File: src/rtl/seg_scan_driver_pkg.sv
// Shared constants for the 7-segment scan driver: segment bit positions and hex glyph table.
// Glyphs are active-low, bit order {g,f,e,d,c,b,a}; digits A-F use the A,b,C,d,E,F shapes.
// Pure constants, no logic, no latency.
package seg_scan_driver_pkg;

  localparam int SEG_A  = 0;
  localparam int SEG_B  = 1;
  localparam int SEG_C  = 2;
  localparam int SEG_D  = 3;
  localparam int SEG_E  = 4;
  localparam int SEG_F  = 5;
  localparam int SEG_G  = 6;
  localparam int SEG_DP = 7;

  localparam logic [7:0] SEG_ALL_OFF = 8'hFF;
  localparam logic [6:0] GLYPH_OFF   = 7'h7F;

  localparam logic [6:0] HEX_SEG [16] = '{
    7'h40, 7'h79, 7'h24, 7'h30,   // 0 1 2 3
    7'h19, 7'h12, 7'h02, 7'h78,   // 4 5 6 7
    7'h00, 7'h10, 7'h08, 7'h03,   // 8 9 A b
    7'h46, 7'h21, 7'h06, 7'h0E    // C d E F
  };

endpackage

File: src/rtl/seg_hex_decode.sv
// Hex nibble to active-low 7-segment glyph {g,f,e,d,c,b,a}.
// Combinational, zero latency.
// No handshake; output follows input.
module seg_hex_decode
  import seg_scan_driver_pkg::*;
(
  input  logic [3:0] hex,
  output logic [6:0] seg
);

  assign seg = HEX_SEG[hex];

endmodule

File: src/rtl/seg_scan_driver.sv
// Multiplexed 7-segment scanner: one digit per DIV-cycle slot, PWM brightness, leading-zero blanking.
// AN/SEG/ce1ms are registered, one cycle behind the cnt/idx state.
// No backpressure; inputs are captured into shadows at frame start so a frame is always self-consistent.
module seg_scan_driver
  import seg_scan_driver_pkg::*;
#(
  parameter int NDIG = 4,
  parameter int DIV  = 50000
) (
  input  logic              clk,
  input  logic              rst,
  input  logic [4*NDIG-1:0] dat,
  input  logic [NDIG-1:0]   dp,
  input  logic              blank_lz,
  input  logic [2:0]        bright,
  output logic [NDIG-1:0]   AN,
  output logic [7:0]        SEG,
  output logic              ce1ms
);

  localparam int CW      = $clog2(DIV);
  localparam int IW      = (NDIG > 1) ? $clog2(NDIG) : 1;
  localparam int ON_STEP = DIV / 8;

  logic [CW-1:0]     cnt;
  logic [IW-1:0]     idx;
  logic [4*NDIG-1:0] dat_sh;
  logic [NDIG-1:0]   dp_sh;
  logic              blz_sh;
  logic [2:0]        bright_sh;
  logic              first;      // first cycle after reset: shadows are stale, use inputs directly

  logic              slot_end;
  logic              frame_end;
  logic [4*NDIG-1:0] dat_use;
  logic [NDIG-1:0]   dp_use;
  logic              blz_use;
  logic [2:0]        bright_use;
  logic [3:0]        nib;
  logic              dp_cur;
  logic              lz_run;
  logic              lz_cur;
  logic              blank;
  logic [6:0]        glyph;
  logic [31:0]       on_lim;
  logic              lit;
  logic [NDIG-1:0]   an_nxt;
  logic [7:0]        seg_nxt;

  assign slot_end  = (cnt == CW'(DIV - 1));
  assign frame_end = slot_end && (idx == IW'(NDIG - 1));

  assign dat_use    = first ? dat      : dat_sh;
  assign dp_use     = first ? dp       : dp_sh;
  assign blz_use    = first ? blank_lz : blz_sh;
  assign bright_use = first ? bright   : bright_sh;

  // Select the current digit's nibble/dp and find whether it and everything left of it is zero.
  always_comb begin
    nib    = 4'h0;
    dp_cur = 1'b0;
    lz_run = 1'b1;
    lz_cur = 1'b0;
    for (int i = NDIG - 1; i >= 0; i--) begin
      lz_run = lz_run & (dat_use[4*i +: 4] == 4'h0);
      if (idx == IW'(i)) begin
        nib    = dat_use[4*i +: 4];
        dp_cur = dp_use[i];
        lz_cur = lz_run;
      end
    end
  end

  assign blank = blz_use && (idx != '0) && lz_cur;

  seg_hex_decode u_dec (
    .hex (nib),
    .seg (glyph)
  );

  assign seg_nxt = {~dp_cur, blank ? GLYPH_OFF : glyph};

  // Anode on-window: brightness-scaled prefix of the slot, never the slot's last cycle.
  always_comb begin
    on_lim = (32'(bright_use) + 32'd1) * 32'(ON_STEP);
    lit    = !slot_end && (32'(cnt) < on_lim);
    for (int i = 0; i < NDIG; i++) begin
      an_nxt[i] = !(lit && (idx == IW'(i)));
    end
  end

  // Slot counter and digit index.
  always_ff @(posedge clk) begin
    if (rst) begin
      cnt   <= '0;
      idx   <= '0;
      first <= 1'b1;
    end else begin
      first <= 1'b0;
      if (slot_end) begin
        cnt <= '0;
        idx <= (idx == IW'(NDIG - 1)) ? '0 : idx + 1'b1;
      end else begin
        cnt <= cnt + 1'b1;
      end
    end
  end

  // Frame shadows load at frame start; brightness reloads at every slot start.
  always_ff @(posedge clk) begin
    if (rst) begin
      dat_sh    <= '0;
      dp_sh     <= '0;
      blz_sh    <= 1'b0;
      bright_sh <= 3'd0;
    end else begin
      if (first || frame_end) begin
        dat_sh <= dat;
        dp_sh  <= dp;
        blz_sh <= blank_lz;
      end
      if (first || slot_end) begin
        bright_sh <= bright;
      end
    end
  end

  // Registered outputs; segments are dark whenever no anode is driven.
  always_ff @(posedge clk) begin
    if (rst) begin
      AN    <= '1;
      SEG   <= SEG_ALL_OFF;
      ce1ms <= 1'b0;
    end else begin
      AN    <= an_nxt;
      SEG   <= lit ? seg_nxt : SEG_ALL_OFF;
      ce1ms <= slot_end;
    end
  end

endmodule

File: config.mk
export PLATFORM = sky130hd
export DESIGN_NAME = seg_scan_driver
export DESIGN_NICKNAME = d
export VERILOG_FILES = /design/src/rtl/seg_scan_driver_pkg.sv /design/src/rtl/seg_hex_decode.sv /design/src/rtl/seg_scan_driver.sv
export SDC_FILE = /design/constraint.sdc
export NUM_CORES = 1
export LEC_CHECK = 0
export BUFFER_PORTS_ARGS = -buffer_cell sky130_fd_sc_hd__clkbuf_2
export CAP_MARGIN = 20
export CORE_UTILIZATION = 45
export DETAILED_ROUTE_END_ITERATION = 6
export PLACE_DENSITY = 0.74
export SLEW_MARGIN = 20
export SYNTH_ARGS = -nofsm -noshare
export SYNTH_HDL_FRONTEND = slang
export SYNTH_SLANG_ARGS = --single-unit
File: constraint.sdc
create_clock -name clk -period 7.1 [get_ports clk]
set_clock_uncertainty 0.15 [all_clocks]
set_input_delay 0.71 -clock clk [delete_from_list [all_inputs] [get_ports clk]]
set_output_delay 0.71 -clock clk [all_outputs]
set_load 0.01 [all_outputs]
==> Word level (Yosys, flattened, before mapping) <==
Memories as Yosys holds them, arrays and structs flattened. A register that Yosys moved wholly into a read port is not among the register bits.
Index checks and enable logic that the tools add are counted.
{ "totals": {"regBits": 49, "n_memories": 1, "elab_cells": 68, "in_bits": 26, "output_inout_bits": 13, "rom_bits": 112} }
{ "op_classes": {"n_addsub": 3, "n_reduce_logical": 24, "eq_ne": 4, "mul": 1, "n_mux": 18, "n_bitwise": 6, "magnitude_cmp": 1} }
{ "mem_list": {"columns": ["memory", "words", "word_bits", "rd", "rd_ports_with_merged_regs", "wr", "line_no", "rtl"], "rows": [
  ["(name not given)", 16, 7, 1, 1, 0, "seg_hex_decode.sv:11", "assign seg = HEX_SEG[hex];"]
]} }
{ "op_table": {"columns": ["op", "n"], "rows": [
  ["4-bit 2-to-1 mux", 5],
  ["16-bit by 17-bit less-than comparator with 1-bit output", 1],
  ["16-bit by 1-bit adder with 16-bit output, second input constant", 1],
  ["16-bit equality test, second input constant", 1],
  ["4-bit logical NOT", 4],
  ["4-bit by 12-bit multiplier with 16-bit output, second input constant", 1],
  ["16-bit 2-to-1 mux", 1],
  ["1-bit 2-to-1 mux", 10],
  ["1-bit logical AND", 8],
  ["1-bit logical NOT", 5],
  ["4-bit NOT with 5-bit output", 1],
  ["3-bit by 1-bit adder with 4-bit output, second input constant", 1],
  ["2-bit equality test, second input constant", 2],
  ["2-bit OR reduction", 2],
  ["1-bit bitwise AND", 3],
  ["3-bit 2-to-1 mux", 1],
  ["3-bit OR reduction", 1],
  ["2-bit by 1-bit adder with 2-bit output, second input constant", 1],
  ["2-bit by 1-bit equality test with 1-bit output, second input constant", 1],
  ["2-bit logical NOT", 1],
  ["1-bit logical OR", 2],
  ["2-bit 2-to-1 mux", 1],
  ["1-bit NOT", 2],
  ["2-bit nonzero test", 1]
]} }

==> Longest topological paths before layout <==
Gate-level depths: netlist of run 1.
{ "logic_depth": {"ltp_word": 8, "ltp_mapped": 25, "depth_no_buf": 21} }

==> By module <==
Synthesis of run 1 repeated with hierarchy kept, for this count alone.
{ "unflattened": {"cells_unflattened": 426, "hier_area_um2": 3649.8} }
{ "by_module_without_submodules": {"columns": ["module", "cells_each", "seq_area_each_um2", "area_per_inst_um2", "n_inst"], "rows": [
  ["seg_scan_driver", 395, 1121.1, 3387.0, 1],
  ["seg_hex_decode", 31, 0.0, 262.8, 1]
]} }

==> Worst setup path after synthesis of run 1 <==
No wires, ideal clock.
{ "synth_path": {"path_type": "reg2reg", "from": "reg first", "to": "reg SEG[5]", "required_time_ns": 6.803, "path_slack_ns": 2.192, "path_stages_with_launch": 25, "synth_period_minus_slack_ns": 4.908, "setup_time_ns": 0.147, "n_path_buf": 4, "arrival_time_ns": 4.611, "cell_sequence": "dfxtp_1 buf_6 buf_4 buf_6 clkbuf_8 mux2i_1 inv_1 ha_1 xnor2_1 inv_1 ha_1 inv_1 ha_1 ha_1 inv_1 o21bai_1 a21oi_1 xor2_1 ha_1 a21oi_1 o21ai_0 nor4_1 nor4_1 nor3_2 o221ai_1"} }
{ "synth_via": {"elab_chain_cells": 8, "word_cells_on_any_way": 27, "cone_classes": "add/sub: 1; mul: 1; order compare: 1; mux: 11; bitwise: 5; reduce/logical: 8"} }
{ "synth_lines": {"columns": ["item", "line_no", "rtl"], "rows": [
  ["start, declared", "seg_scan_driver.sv:31", "logic first;"],
  ["start signal, assigned", "seg_scan_driver.sv:97", "first <= 1'b1;"],
  ["start signal, assigned", "seg_scan_driver.sv:99", "first <= 1'b0;"],
  ["parallel branches: the longest is 8 deep, another holds 16-bit by 17-bit less-than comparator with 1-bit output", null, null],
  ["end, declared", "seg_scan_driver.sv:17", "output logic [7:0] SEG,"]
]} }
Several ways; the timed one is not identified.
A chain may end at the register's enable or synchronous reset.

==> Worst setup path in the final report of run 1 <==
{ "layout_path": {"from": "reg first", "to": "reg SEG[6]"} }
Same word-level chain as after synthesis.

==> results of run 1 <==
==> synthesized netlist by cell type, types with 5 or more instances <==
| cell type | count | share of area (%) |
|---|---|---|
| nand2_1 | 66 | 6.8 |
| dfxtp_1 | 56 | 31 |
| ha_1 | 42 | 14 |
| mux2i_1 | 27 | 7.4 |
| nor2_1 | 26 | 2.7 |
| a21oi_2 | 20 | 4.8 |
| a21oi_1 | 18 | 2.5 |
| inv_1 | 17 | 1.8 |
| o21ai_0 | 14 | 1.9 |
| xor2_1 | 14 | 3.4 |
| xnor2_1 | 9 | 2.2 |
| buf_6 | 7 | 2.2 |
| nand3_1 | 6 | 0.82 |
| nand4_1 | 6 | 1.0 |
| clkbuf_1 | 5 | 0.52 |
| nor4_1 | 5 | 0.86 |
| o21bai_1 | 5 | 1.0 |
| or3_1 | 5 | 0.86 |
==> flip-flops by register name (all words and copies together), names as in the netlist <==
register,flops
ce1ms,1
first,1
dp_sh,4
blz_sh,1
idx,2
SEG,8
cnt,16
dat_sh,16
AN,4
bright_sh,3
==> power breakdown <==
group | switching [µW] | internal [µW]
sequential | 8.66 | 328
clock | 112 | 72.0
combinational | 102 | 77.2
==> area by class of cell <==
cell class / count / area (µm²) / share of cell area [%]
flip-flops and latches: 56 / 1120 / 28.5
well taps: 102 / 128 / 3.25
inverters: 17 / 63.8 / 1.62
repair buffers: 40 / 205 / 5.22
clock buffers: 5 / 68.8 / 1.75
clock inverters: 3 / 26.3 / 0.668
multi-input cells: 324 / 2320 / 59.0
==> critical path, stage by stage (launching register included) <==
cell and delay, ns:
dfxtp_1 0.46, mux2_2 0.42, inv_1 0.16, ha_1 0.30, ha_1 0.22, xor2_1 0.17
ha_1 0.20, o21bai_1 0.15, ha_1 0.32, a21oi_1 0.14, nor2_1 0.05, nor2_1 0.17
o21bai_1 0.08, a21oi_1 0.17, xor2_1 0.18, ha_1 0.26, a21oi_1 0.12, o21ai_0 0.12
nor4_1 0.30, nor4_1 0.12, nor3_2 0.42, o221ai_1 0.20
==> logic make-up after synthesis <==
group	after synthesis
buffers and inverters	34
muxes	29
xor gates and xnor gates	23
AOI/OAI and AO/OA	90
adders and majority gates	42
DFF	56
and+or+nand+nor	140
==> worst min path at each step <==
stage,slack [ns],startpoint,endpoint
2_1_floorplan,0.28,dp_sh[0]$_SDFFE_PP0P_,dp_sh[0]$_SDFFE_PP0P_
3_3_place_gp,0.29,dp_sh[0]$_SDFFE_PP0P_,dp_sh[0]$_SDFFE_PP0P_
3_5_place_dp,0.29,dp_sh[0]$_SDFFE_PP0P_,dp_sh[0]$_SDFFE_PP0P_
4_1_cts,0.31,dp_sh[0]$_SDFFE_PP0P_,dp_sh[0]$_SDFFE_PP0P_
5_1_grt,0.33,dp_sh[0]$_SDFFE_PP0P_,dp_sh[0]$_SDFFE_PP0P_
6_report,0.31,dp_sh[0]$_SDFFE_PP0P_,dp_sh[0]$_SDFFE_PP0P_
==> per-stage QoR <==
stage	cells	util, %	setup WS, ns
after floorplan	414	-	2.19
after global placement	539	49.4	1.95
after detailed placement	539	49.4	1.81
after CTS	547	50.6	2.06
after global routing	547	50.6	1.71
final	547	50.6	2.08
==> per-layer routing <==
layer | part of all wire (%) | wire, µm | vias up
met3 | 3.2 | 233 | 5
met2 | 44 | 3190 | 59
li1 | - | - | 1521
met5 | 0 | 0 | -
met1 | 52 | 3780 | 1358
met4 | 1.1 | 79 | 0
==> out/results.ini, run 1 <==
[global_route]
grt_antenna_before_repair=0
grt_max_degree=34
grt_usage_pct=18.2
grt_use_met3_pct=2.74
top_usage_layer=met2
overflow=0
grt.met2_usage_pct=28.6
grt_pass1_vias=2762
use_met1_pct=25.9
grt_pass1_wl_mm=12.6

[placed_design]
placed_area_um2=3840
portBuffers=38
hpwlAfterDp_mm=5.56
routabilityCongestion=0.826

[critical_path]
r2r-start=first$_DFF_P_
crit_path_end=SEG[6]$_SDFF_PP1_
critPathKind=reg -> reg
r2r-end=SEG[6]$_SDFF_PP1_
reg2reg_slack_ns=2.08
cp-end-kind=register
critPathLaunchType=register
r2r_cells=21
arrival_ns=5.04
worstPathRequired_ns=7.12
startpoint=first$_DFF_P_
crit_fanout=7

[cells_and_area]
antenna_cells=0
area_growth_pct=7.93
fin_nets=512
drive_gt1_share_pct=18.2
fill_cells=746
final_design_area_no_fill_um2=3930
final_common_cell=nand2_1
final_cell_mix=66 x nand2_1, 56 x dfxtp_1, 42 x ha_1, 38 x clkbuf_2, 27 x mux2i_1

[sta]
finalSetupTns_ns=0
fmax_mhz=199
slew_headroom_pct=34.5
tightest_slew_ns=0.976
setup_viol=0
maxSlewViolCount=0
timing.hold.ws_ns=0.308
finalHoldViolations=0
period_minus_slack_ns=5.02
fin_crit_sh_pct=70.7
rsz0062_at_grt=false

[floorplanning]
coreArea_um2=7770
num_rows=32
die_area_um2=8460
die_h_um=92.0
die_w_um=92.0
start_util_pct=46.9
ios=39

[synth]
ys_warn_count=0
yosysUniqueCellTypes=55
ys_seq_elements=56
synthMuxAreaShare_pct=8.04
syn_inst=414
synthXorXnorAreaFrac_pct=5.53
synth_top_family_by_area=simple AND/OR/NAND/NOR gates
syn-cell-area_um2=3640
synthSimpleGateAreaFrac_pct=18.2
synth_flop_cell=dfxtp_1
synth_fa_ha_area_share_pct=14.4
synth-compound-area-share_pct=17.5
synth_edf_count=0
ys_async_sr_fraction_pct=0
avgSynthCellArea_um2=8.80
synth_nets=482
yosysSeqAreaShare_pct=30.8

[pwr]
p_per_area_nw_per_um2=178
leakage_uw=0.00174
vdd_drop_max_v=0.0000747
total_power_uw=700

[clock_tree]
cts.sinks=56
cts_tree=done
clk-insertion-delay-late_ns=0.32
cts-root-buf=clkbuf_8
cts_setup_buffers=0
clk_pin_slew_worst_paths_ns=0.11
cts_hold_buf=0
cts-resized-gates=0
cts_buffers=5
h-tree-depth=2
clk_path_buf_depth=2

[route]
totalWireLength_mm=7.28
dr.pass1.iters=4
vias=2943
drt.antenna.violating_nets=0
vias_per_cell=5.38
drt-initial-drc-count=118
drcViolationCount=0
routedWlPerCell_um=13.3

[flow_run]
maxCapViolCount=0

[hold_path]
hold_depth=2
hold_class=reg -> reg

[run_status]
status=finished clean

No activity file was read; power rests on OpenSTA's default activity.
==> run 2: changes to the inputs <==
--- a/config.mk
+++ b/config.mk
@@ -9,7 +9,7 @@
 export CAP_MARGIN = 20
 export CORE_UTILIZATION = 45
 export DETAILED_ROUTE_END_ITERATION = 6
-export PLACE_DENSITY = 0.74
+export PLACE_DENSITY = 0.76
 export SLEW_MARGIN = 20
 export SYNTH_ARGS = -nofsm -noshare
 export SYNTH_HDL_FRONTEND = slang
==> constraint.sdc (replaced) <==
create_clock -name clk -period 4.5 [get_ports clk]
set_clock_uncertainty 0.15 [all_clocks]
set_input_delay 0.45 -clock clk [delete_from_list [all_inputs] [get_ports clk]]
set_output_delay 0.45 -clock clk [all_outputs]
set_load 0.01 [all_outputs]
==> out/results.ini, run 2 (same netlist as run 1, synthesis figures left out) <==
[run_status]
status=finished clean  ; unchanged

[floorplanning]
num_rows=32  ; unchanged
die_w_um=92.0  ; unchanged
start_util_pct=46.9  ; unchanged
die_area_um2=8460  ; unchanged
coreArea_um2=7770  ; unchanged
ios=39  ; unchanged
die_h_um=92.0  ; unchanged

[sta]
period_minus_slack_ns=4.34  ; was 5.02 ns
fin_crit_sh_pct=96.5  ; was 70.7%
setup_viol=0  ; unchanged
setup_ws_ns=0.157  ; was 2.08 ns
finalSetupTns_ns=0  ; unchanged
tightest_slew_ns=1.02  ; was 0.976 ns
maxSlewViolCount=0  ; unchanged
finalHoldViolations=0  ; unchanged
fmax_mhz=230  ; was 199 MHz
slew_headroom_pct=31.4  ; was 34.5%
rsz0062_at_grt=true  ; was false

[clock_tree]
cts-root-buf=clkbuf_8  ; unchanged
clk-insertion-delay-late_ns=0.32  ; about the same
cts_tree=done  ; unchanged
cts_buffers=5  ; unchanged
h-tree-depth=2  ; unchanged
clk_pin_slew_worst_paths_ns=0.11  ; about the same
clk_path_buf_depth=2  ; unchanged
cts_hold_buf=0  ; unchanged
cts.sinks=56  ; unchanged

[critical_path]
cpLargestDelayFamily=adder cells  ; unchanged
critPathLaunchType=register  ; unchanged
worstPathRequired_ns=4.56  ; was 7.12 ns
arrival_ns=4.40  ; was 5.04 ns
reg2reg_slack_ns=0.16  ; was 2.08 ns
cp_num_buf_inv=4  ; was 1
critPathKind=reg -> reg  ; unchanged
crit_chain=mux2_4, ha_2, xnor2_4, inv_1, ha_1, inv_1, ha_1, ha_4, inv_1, o21bai_1, a21oi_1, xor2_1, ha_1, a21oi_2, o21ai_2, nor4_4, nor4_4, nor3_2, buf_4, o221ai_1  ; was mux2_2, inv_1, ha_1, ha_1, xor2_1, ha_1, o21bai_1, ha_1, a21oi_1, nor2_1, nor2_1, o21bai_1, a21oi_1, xor2_1, ha_1, a21oi_1, o21ai_0, nor4_1, nor4_1, nor3_2, o221ai_1
cp-end-kind=register  ; unchanged
crit_fanout=7  ; unchanged
cpMaxStageDelayCell=dfxtp_4  ; was dfxtp_1
critPathMaxStageDelay_ns=0.42  ; was 0.46 ns

[global_route]
grt_antenna_before_repair=0  ; unchanged
grt_max_degree=33  ; was 34
grt_use_met3_pct=2.90  ; was 2.74%
grt.met2_usage_pct=30.5  ; was 28.6%
grt_pass1_vias=2806  ; was 2762
top_usage_layer=met2  ; unchanged
grt_pass1_wl_mm=12.7  ; was 12.6 mm
overflow=0  ; unchanged
grt_usage_pct=18.5  ; was 18.2%
use_met1_pct=24.9  ; was 25.9%

[pwr]
seq_power_share_pct=46.1  ; was 48.2%
pwr-share-clk_pct=25.5  ; was 26.3%
total_power_uw=1150  ; was 700 µW
vdd_drop_max_v=0.000142  ; was 0.0000747 V
p_sw_uw=373  ; was 222 µW
combPwrFrac_pct=28.4  ; was 25.6%
switching_share_pct=32.3  ; was 31.7%
leakage_uw=0.00181  ; was 0.00174 µW
p_per_area_nw_per_um2=278  ; was 178 nW/µm²
intPower_uw=781  ; was 478 µW

[placed_design]
dp.cells=544  ; was 539
portBuffers=38  ; unchanged
routabilityCongestion=0.863  ; was 0.826
dp_worst_setup_slack_ns=-0.135  ; was 1.81 ns
hpwlAfterDp_mm=5.78  ; was 5.56 mm

[cells_and_area]
reg_top3=cnt (16), dat_sh (16), SEG (8)  ; unchanged
fin_nets=521  ; was 512
final_common_cell=nand2_1  ; unchanged
drive_gt1_share_pct=24.0  ; was 18.2%
fill_cells=716  ; was 746
antenna_cells=0  ; unchanged
post_layout_nonfiller_instances=556  ; was 547
multi_input_area_um2=2470  ; was 2320 µm²
area_growth_pct=14.0  ; was 7.93%
seqCellArea_um2=1120  ; about the same
final_cell_mix=66 x nand2_1, 55 x dfxtp_1, 38 x clkbuf_2, 37 x ha_1, 26 x mux2i_1  ; was 66 x nand2_1, 56 x dfxtp_1, 42 x ha_1, 38 x clkbuf_2, 27 x mux2i_1
final_core_util_pct=53.5  ; was 50.6%

[route]
drt.antenna.violating_nets=0  ; unchanged
routedWlPerCell_um=14.1  ; was 13.3 µm
drt-initial-drc-count=104  ; was 118
vias_per_cell=5.44  ; was 5.38
totalWireLength_mm=7.85  ; was 7.28 mm
vias=3025  ; was 2943
dr.pass1.iters=4  ; unchanged
drcViolationCount=0  ; unchanged

[flow_run]
maxCapViolCount=0  ; unchanged

[hold_path]
hold_class=in -> reg  ; was reg -> reg

-- run 2: changes by cell type in the layout (fill, tap and decap cells not counted), sizes merged --
| cell | before | now |
|---|---|---|
| buf | 2 | 11 |
| clkinv | 0 | 1 |
| clkinvlp | 2 | 1 |
-- run 2: final timing paths --
kind,cells past startpoint,start,to
min reg2reg,2,dp_sh[0]$_SDFFE_PP0P_,dp_sh[0]$_SDFFE_PP0P_
min,3,dat[0],dat_sh[0]$_SDFFE_PP0P_
max reg2reg,20,first$_DFF_P_,SEG[6]$_SDFF_PP1_
max,20,first$_DFF_P_,SEG[6]$_SDFF_PP1_
-- run 2: metal layers --
metal | routed length (µm) | up-vias
met1 | 3680 | 1405
li1 | - | 1541
met4 | 136 | 0
met2 | 3740 | 67
met5 | 0 | -
met3 | 288 | 12
-- run 2: power groups by stage --
stage               combinational (µW)  clock (µW)  sequential [µW]
floorplan                          221           0              544
detailed placement                 295           0              543
CTS                                297         298              532
finish                             327         294              532
global route                       367         318              536
global placement                   285           0              542
-- run 2: repair_timing --
action                                  in CTS  in global routing
pin swaps                                    1                 15
gates resized for setup                      1                 22
cloned                                       0                  0
endpoints found under the setup margin       6                 12
buffers inserted                             1                  2
-- run 2: layout make-up --
| class | instances | area share (%) |
|---|---|---|
| clock buffers | 5 | 1.66 |
| clock inverters | 3 | 0.663 |
| inverters | 17 | 1.60 |
| multi-input cells | 324 | 59.4 |
| flip-flops and latches | 56 | 27.1 |
| well taps | 102 | 3.07 |
| repair buffers | 49 | 6.51 |
-- run 2: worst reg2reg max path: stages, from the launching register on --
cell,delay [ns]
dfxtp_4,0.42
mux2_4,0.34
ha_2,0.22
xnor2_4,0.23
inv_1,0.10
ha_1,0.29
inv_1,0.04
ha_1,0.36
ha_4,0.30
inv_1,0.05
o21bai_1,0.13
a21oi_1,0.09
xor2_1,0.15
ha_1,0.34
a21oi_2,0.17
o21ai_2,0.09
nor4_4,0.31
nor4_4,0.09
nor3_2,0.10
buf_4,0.16
o221ai_1,0.10
-- run 2: through the flow --
stage,hold slack (ns),instance area [µm²]
after global placement,0.291,3900
after detailed placement,0.298,3900
after global routing,0.219,4150
after CTS,0.206,4000
final,0.208,4150
after floorplan,0.280,3680
